### src/rtl/farm_sensor_pkg.sv
// Shared types and default limits for the farm-road detector conditioning path.
package farm_sensor_pkg;

  typedef enum logic [2:0] {
    IDLE    = 3'd0,
    QUAL    = 3'd1,
    PRESENT = 3'd2,
    HOLD    = 3'd3,
    FAULT   = 3'd4
  } state_t;

  localparam int unsigned DEF_ON_SAMPLES    = 3;
  localparam int unsigned DEF_GAP_SAMPLES   = 4;
  localparam int unsigned DEF_STUCK_SAMPLES = 120;
  localparam int unsigned DEF_CNT_W         = 8;

endpackage

### src/rtl/farm_sensor_conditioner_sync.sv
// Generic two-flop synchroniser for asynchronous sensor inputs.
module sync_2ff (
  input  logic clk,
  input  logic rst,
  input  logic d,
  output logic q
);

  logic meta;

  always_ff @(posedge clk) begin
    if (rst) begin
      meta <= 1'b0;
      q    <= 1'b0;
    end else begin
      meta <= d;
      q    <= meta;
    end
  end

endmodule

### src/rtl/farm_sensor_conditioner.sv
// Qualifies the farm-road loop detector into a debounced demand with gap-out hold,
// vehicle counting and stuck-detector fail-safe.
module farm_sensor_conditioner
  import farm_sensor_pkg::*;
#(
  parameter int unsigned ON_SAMPLES    = DEF_ON_SAMPLES,
  parameter int unsigned GAP_SAMPLES   = DEF_GAP_SAMPLES,
  parameter int unsigned STUCK_SAMPLES = DEF_STUCK_SAMPLES,
  parameter int unsigned CNT_W         = DEF_CNT_W
) (
  input  logic             clk,
  input  logic             rst,
  input  logic             sample_en,
  input  logic             det_raw,
  input  logic             cnt_clr,
  output logic             farm_sensor,
  output logic [CNT_W-1:0] vehicle_cnt,
  output logic             stuck_fault
);

  localparam int unsigned RUN_W = $clog2(ON_SAMPLES + 1);
  localparam int unsigned GAP_W = $clog2(GAP_SAMPLES + 1);
  localparam int unsigned ON_W  = $clog2(STUCK_SAMPLES + 1);

  // Compare against limit-1 so the counter only ever holds values up to its limit.
  localparam logic [RUN_W-1:0] RUN_LAST = RUN_W'(ON_SAMPLES - 1);
  localparam logic [GAP_W-1:0] GAP_LAST = GAP_W'(GAP_SAMPLES - 1);
  localparam logic [ON_W-1:0]  ON_LAST  = ON_W'(STUCK_SAMPLES - 1);

  logic             det_s;
  state_t           state;
  logic [RUN_W-1:0] run_cnt;
  logic [GAP_W-1:0] gap_cnt;
  logic [ON_W-1:0]  on_cnt;
  logic             cnt_inc;

  sync_2ff u_sync (
    .clk (clk),
    .rst (rst),
    .d   (det_raw),
    .q   (det_s)
  );

  always_comb begin
    cnt_inc = 1'b0;
    if (sample_en && det_s) begin
      if (state == IDLE && ON_SAMPLES == 1) cnt_inc = 1'b1;
      if (state == QUAL && run_cnt == RUN_LAST) cnt_inc = 1'b1;
    end
  end

  always_ff @(posedge clk) begin
    if (rst) begin
      state       <= IDLE;
      run_cnt     <= '0;
      gap_cnt     <= '0;
      on_cnt      <= '0;
      farm_sensor <= 1'b0;
      stuck_fault <= 1'b0;
    end else if (sample_en) begin
      case (state)
        IDLE: begin
          if (det_s) begin
            run_cnt <= RUN_W'(1);
            if (ON_SAMPLES == 1) begin
              state       <= PRESENT;
              on_cnt      <= '0;
              farm_sensor <= 1'b1;
            end else begin
              state <= QUAL;
            end
          end
        end
        QUAL: begin
          if (!det_s) begin
            state   <= IDLE;
            run_cnt <= '0;
          end else if (run_cnt == RUN_LAST) begin
            state       <= PRESENT;
            run_cnt     <= run_cnt + 1'b1;
            on_cnt      <= '0;
            farm_sensor <= 1'b1;
          end else begin
            run_cnt <= run_cnt + 1'b1;
          end
        end
        PRESENT: begin
          if (det_s) begin
            on_cnt <= on_cnt + 1'b1;
            if (on_cnt == ON_LAST) begin
              state       <= FAULT;
              gap_cnt     <= '0;
              stuck_fault <= 1'b1;
            end
          end else if (GAP_SAMPLES == 1) begin
            state       <= IDLE;
            run_cnt     <= '0;
            farm_sensor <= 1'b0;
          end else begin
            state   <= HOLD;
            gap_cnt <= GAP_W'(1);
          end
        end
        HOLD: begin
          if (det_s) begin
            state  <= PRESENT;
            on_cnt <= '0;
          end else if (gap_cnt == GAP_LAST) begin
            state       <= IDLE;
            run_cnt     <= '0;
            gap_cnt     <= '0;
            farm_sensor <= 1'b0;
          end else begin
            gap_cnt <= gap_cnt + 1'b1;
          end
        end
        FAULT: begin
          if (det_s) begin
            gap_cnt <= '0;
          end else if (gap_cnt == GAP_LAST) begin
            state       <= IDLE;
            run_cnt     <= '0;
            gap_cnt     <= '0;
            on_cnt      <= '0;
            farm_sensor <= 1'b0;
            stuck_fault <= 1'b0;
          end else begin
            gap_cnt <= gap_cnt + 1'b1;
          end
        end
        default: begin
          state       <= IDLE;
          farm_sensor <= 1'b0;
          stuck_fault <= 1'b0;
        end
      endcase
    end
  end

  // Clear is independent of sample_en and dominates a same-edge increment.
  always_ff @(posedge clk) begin
    if (rst || cnt_clr) begin
      vehicle_cnt <= '0;
    end else if (cnt_inc && vehicle_cnt != '1) begin
      vehicle_cnt <= vehicle_cnt + 1'b1;
    end
  end

endmodule
### config.mk
export PLATFORM = sky130hd
export DESIGN_NAME = farm_sensor_conditioner
export DESIGN_NICKNAME = d
export VERILOG_FILES = /design/src/rtl/farm_sensor_pkg.sv /design/src/rtl/farm_sensor_conditioner_sync.sv /design/src/rtl/farm_sensor_conditioner.sv
export SDC_FILE = /design/constraint.sdc
export NUM_CORES = 1
export LEC_CHECK = 0
export CORE_ASPECT_RATIO = 1.75
export CORE_MARGIN = 4
export CORE_UTILIZATION = 65
export CTS_CLUSTER_DIAMETER = 30
export DETAILED_ROUTE_END_ITERATION = 6
export DONT_BUFFER_PORTS = 1
export GPL_ROUTABILITY_DRIVEN = 0
export PLACE_DENSITY = 0.83
export SLEW_MARGIN = 20
export SYNTH_ARGS = -nofsm -noshare
export SYNTH_HDL_FRONTEND = slang
export SYNTH_HIERARCHICAL = 1
export SYNTH_SLANG_ARGS = --single-unit
export TNS_END_PERCENT = 1
### constraint.sdc
create_clock -name clk -period 3 [get_ports clk]
set_clock_uncertainty 0.2 [all_clocks]
set_input_delay 0.6 -clock clk [delete_from_list [all_inputs] [get_ports clk]]
set_output_delay 0.6 -clock clk [all_outputs]
set_load 0.02 [all_outputs]
# After elaboration in Yosys (flattened, before gate mapping)
# Index checks and enable logic that the tools add are counted.
# W data, S select, Z words.
dict set report totals {
  ff_bits 27
  elab_cells 90
  out_inout_bits 10
  in_bits 5
}
dict set report classes {
  reduce_logical 17
  bitwise 2
  n_mux 37
  add_sub_neg 4
  n_eq_ne 21
}
# op count
set op_table {}
lappend op_table {{$mux W7} 6}
lappend op_table {{$mux W3} 13}
lappend op_table {{$pmux W7 S4} 1}
lappend op_table {{$pmux W3 S5} 1}
lappend op_table {{$ne A2 B1 Y1 const B} 6}
lappend op_table {{$reduce_and A6 Y1} 2}
lappend op_table {{$ne A2 B2 Y1 const B} 5}
lappend op_table {{$reduce_and A5 Y1} 2}
lappend op_table {{$eq A3 B2 Y1 const B} 3}
lappend op_table {{$pmux W3 S3} 1}
lappend op_table {{$add A8 B1 Y8 const B} 1}
lappend op_table {{$mux W1} 8}
lappend op_table {{$mux W2} 4}
lappend op_table {{$ne A8 B8 Y1 const B} 1}
lappend op_table {{$reduce_and A8 Y1} 1}
lappend op_table {{$add A7 B1 Y7 const B} 1}
lappend op_table {{$eq A7 B7 Y1 const B} 1}
lappend op_table {{$ne A3 B3 Y1 const B} 2}
lappend op_table {{$pmux W1 S3} 2}
lappend op_table {{$pmux W2 S3} 1}
lappend op_table {{$reduce_bool A3 Y1} 2}
lappend op_table {{$reduce_and A4 Y1} 1}
lappend op_table {{$reduce_bool A4 Y1} 1}
lappend op_table {{$reduce_or A2 Y1} 2}
lappend op_table {{other kinds (10)} 13}

# Longest topological paths before layout
dict set report logic_depth {
  word_depth 5
  mapped_depth 7
  mapped_depth_nobuf 6
}

# By module
# The synthesis kept the hierarchy.
# mod n_inst seq_area_each_um2 cells_per_inst area_each_um2
set by_module_without_submodules {}
lappend by_module_without_submodules {farm_sensor_conditioner 1 500.5 187 1498.9}
lappend by_module_without_submodules {sync_2ff 1 40.0 4 52.6}

# Least setup slack after synthesis
# Ideal clock, no wire load.
dict set report synth_path {
  path_type {input port to flip-flop}
  start {input sample_en}
  end {register on_cnt[3]}
  setup_slack_ns 0.953
  required_time_ns 2.668
  setup_ns 0.132
  stages 5
  t_arrival_ns 1.715
  path_buffers 1
  cell_sequence {clkbuf_1 -> or4bb_1 -> o32a_1 -> o21ai_0 -> a21oi_1}
}
dict set report synth_between {
  elab_chain_len 1
}
# element line
set synth_lines {}
lappend synth_lines {{start: declaration} farm_sensor_conditioner.sv:13} ;# input logic sample_en,
lappend synth_lines {{$reduce_and A8 Y1 (no line)} n/a}
lappend synth_lines {{end signal: assignment} farm_sensor_conditioner.sv:89} ;# on_cnt <= on_cnt + 1'b1;
lappend synth_lines {{end: declaration} farm_sensor_conditioner.sv:34} ;# logic [ON_W-1:0] on_cnt;
# No other way between the ends.
# A chain may end at the register's enable or synchronous reset.

# Worst setup path after layout
dict set report layout_path {
  start {register u_sync.q}
  end {register vehicle_cnt[6]}
}
dict set report layout_between {
  elab_chain_len 3
}
# element line
set layout_lines {}
lappend layout_lines {{start: declaration} farm_sensor_conditioner_sync.sv:6} ;# output logic q
lappend layout_lines {{start signal: assignment} farm_sensor_conditioner_sync.sv:17} ;# q <= meta;
lappend layout_lines {{$logic_and A1 B1 Y1} farm_sensor_conditioner.sv:46} ;# if (sample_en && det_s) begin
lappend layout_lines {{$mux W1} farm_sensor_conditioner.sv:46}
lappend layout_lines {{$logic_and A1 B1 Y1} farm_sensor_conditioner.sv:144} ;# end else if (cnt_inc && vehicle_cnt != '1) begin
lappend layout_lines {{end signal: assignment} farm_sensor_conditioner.sv:145} ;# vehicle_cnt <= vehicle_cnt + 1'b1;
lappend layout_lines {{end: declaration} farm_sensor_conditioner.sv:17} ;# output logic [CNT_W-1:0] vehicle_cnt,
# No other way between the ends.

==> run metrics <==
crit-path max cell delay=between 0.6 and 0.7 ns; yosys synthesis warning count=6; Final Hold Fails=0; Setup TNS Final=0 ns; CTS tree=built; CP Launch Point=u_sync/q; library cells used by synthesis=49; Rel. slew slack=0.582; core area=0.00227 sq mm; Primary FF master, synth=dfxtp_1; Critical-path top delay cell=dfxtp_1; post-synthesis async set-or-reset flop share=0; first-pass GRT wire length=6.56 mm; top post-synthesis cells by area=dfxtp_1 (35%), a21oi_1 (7.4%), ha_1 (3.2%); Filler cells=190; number of H-tree levels=1; DRT Pass-1 Iters=4; Final Max Tran Viols=0; hold slack=~0.19 ns; CP startpoint kind=flop; clock latency on the worst-skew pair=0.27 ns; overall power=594 uW; postcts setup bufs=0; synthesized area per cell=between 8 and 9 sq um; crit path kind=flop to flop; Final ANT Viol Nets=0; # hold bufs at CTS=0; Fmax=0.422 GHz; number of flops mapped to enable cells by yosys=0; Pleak=0.490 nW; post-synth top area share=0.348; DP Area=0.00154 sq mm; synth-to-layout area growth=2.10%; Cell Pwr Density=between 300 and 400 mW/mm^2; Final period util=0.790; Worst-Margin Slew=0.623 ns; largest net degree at the start of global routing=25; initial antenna violation count=0; Syn Inst Count=191; WP buf/inv=0; Critical Path End Type=flop; final WL=3.67 mm; num ports=15; status=finished, final reports clean; Seq cells post-synth=27; grt ovf=0; Finished Cell Area=0.00158 sq mm; Longest Clk Path Bufs=2; final std cells w/o fill=209; Num Clock Sinks=27; Residual DRC=0; Root Driver=clkbuf_8; drt wl/cell=approximately 18 um; Die Wd=about 45 um; diodes inserted=0; Resize count post-CTS=0; RSZ-0062 raised after global routing=no; CP Cell Sequence=nand3b_1 > or3_1 > or4_1 > a21oi_1; share of cells above drive strength 1=0.0380; Final Setup Violations=0; Rows=23; clock transition at the registers of the reported paths=0.09 ns; initial core utilization=0.682; syn_nets=200; post-layout net count=just under 200; die area=between 0.003 and 0.004 sq mm; Yosys top cell by area=dfxtp_1; Hold Startpoint=rst; Max VDD drop=approximately 0.26 mV; DRT iter0 DRCs=73; critical path peak fanout=16; TritonCTS Buffers=3; R2R Path Start=u_sync/q; cell family with most CP delay=simple AND/OR/NAND/NOR gates; gr usage total=0.257; Arr. time, crit path=~2.4 ns; Seq/Total Area, Yosys=0.348; CP required=3.01 ns; minimum clock period=about 2.4 ns; number of global-route vias before repair=1492; DP HPWL=2.69 mm; Hold WC Path Type=input pin to flop; dpl cells=205; vias per inst=6.94; PortBufs=0; DR vias=1451; Die H=72.6 um; number of max-cap violations=0; Post-Syn Area=0.00155 sq mm
-- report_power, final --
group | switching (mW) | internal (mW)
Combinational | 0.0123 | 0.0105
Sequential | 0.00608 | 0.361
Clock | 0.108 | 0.0952
Total | 0.127 | 0.467
-- Yosys cell counts (all sizes together) (2+ instances only) --
master  count
nor3b       2
nor3        7
nor4        2
buf         3
inv         8
nand4b      2
dfxtp      27
o41ai       4
or2         3
a211oi      2
a21oi      23
nor2b       5
o31ai       5
a22oi       2
o21a        2
or3         6
or3b        2
and3b       2
clkbuf      8
nand3       6
nor2        9
nand4       2
ha          4
or4         4
nand2b      5
nand2       8
and3        3
nand3b      4
o21ai      13
mux2i       2
-- stage by stage --
stage	setup slack [ns]	utilization
after floorplan	0.953	-
after global placement	0.802	0.677
after detailed placement	0.705	0.677
after CTS	0.660	0.697
after global routing	0.486	0.697
final	0.629	0.697
-- layer usage --
| metal | global-route usage | up-vias | routed length [um] |
|---|---|---|---|
| met4 | 0.107 | 0 | 80 |
| met3 | 0.0494 | 11 | 252 |
| met2 | 0.467 | 67 | 2030 |
| met5 | 0 | - | 0 |
| li1 | - | 707 | - |
| met1 | 0.276 | 666 | 1300 |
-- final cells by class --
| class | count | area, sq um | share of cell area |
|---|---|---|---|
| Sequential cell | 27 | 541 | 0.341 |
| Tap cell | 25 | 31.3 | 0.0197 |
| Inverter | 8 | 30.0 | 0.0190 |
| Multi-Input combinational cell | 145 | 937 | 0.592 |
| Clock buffer | 4 | 45.0 | 0.0284 |
-- worst reg2reg max path: stages, from the launching register on --
cell      delay, ns
dfxtp_1        0.66
nand3b_1       0.21
or3_1          0.53
or4_1          0.56
a21oi_1        0.15
-- logic make-up (layout without fill, tap and decap cells) --
family	count (synthesis)	in the layout	synth area share
simple gates	75	75	0.290
compound gates	62	62	0.256
flops	27	27	0.348
buf+inv	19	12	0.0476
fa+ha+maj	4	4	0.0323
mux	3	3	0.0202
xor+xnor	1	1	0.00565
-- worst paths after layout --
check	end	slack [ns]	cells after the start
hold reg to reg	u_sync/q	0.25	1
setup reg to reg	vehicle_cnt[6]	0.63	4
hold / removal	on_cnt[6]	0.19	1
setup / recovery	vehicle_cnt[6]	0.63	4
-- placed cells by master, fill, tap and decap left out, types with 4 or more instances in the layout --
master / netlist / layout
nor2_1: 9 / 9
a21oi_1: 23 / 23
o21ai_0: 10 / 10
inv_1: 8 / 8
dfxtp_1: 27 / 27
or3_1: 6 / 6
nor3_1: 7 / 7
o41ai_1: 4 / 4
nand2b_1: 5 / 5
nand3_1: 6 / 6
nand2_1: 8 / 8
o31ai_1: 5 / 5
nor2b_1: 5 / 5
nand3b_1: 4 / 4
ha_1: 4 / 4
-- sequential cells by signal, indices dropped and copies added (netlist names) --
signal       count
vehicle_cnt      8
on_cnt           7
gap_cnt          3
state            3
run_cnt          2
farm_sensor      1
stuck_fault      1
u_sync/meta      1
u_sync/q         1
No activity file was read; power rests on OpenSTA's default activity.
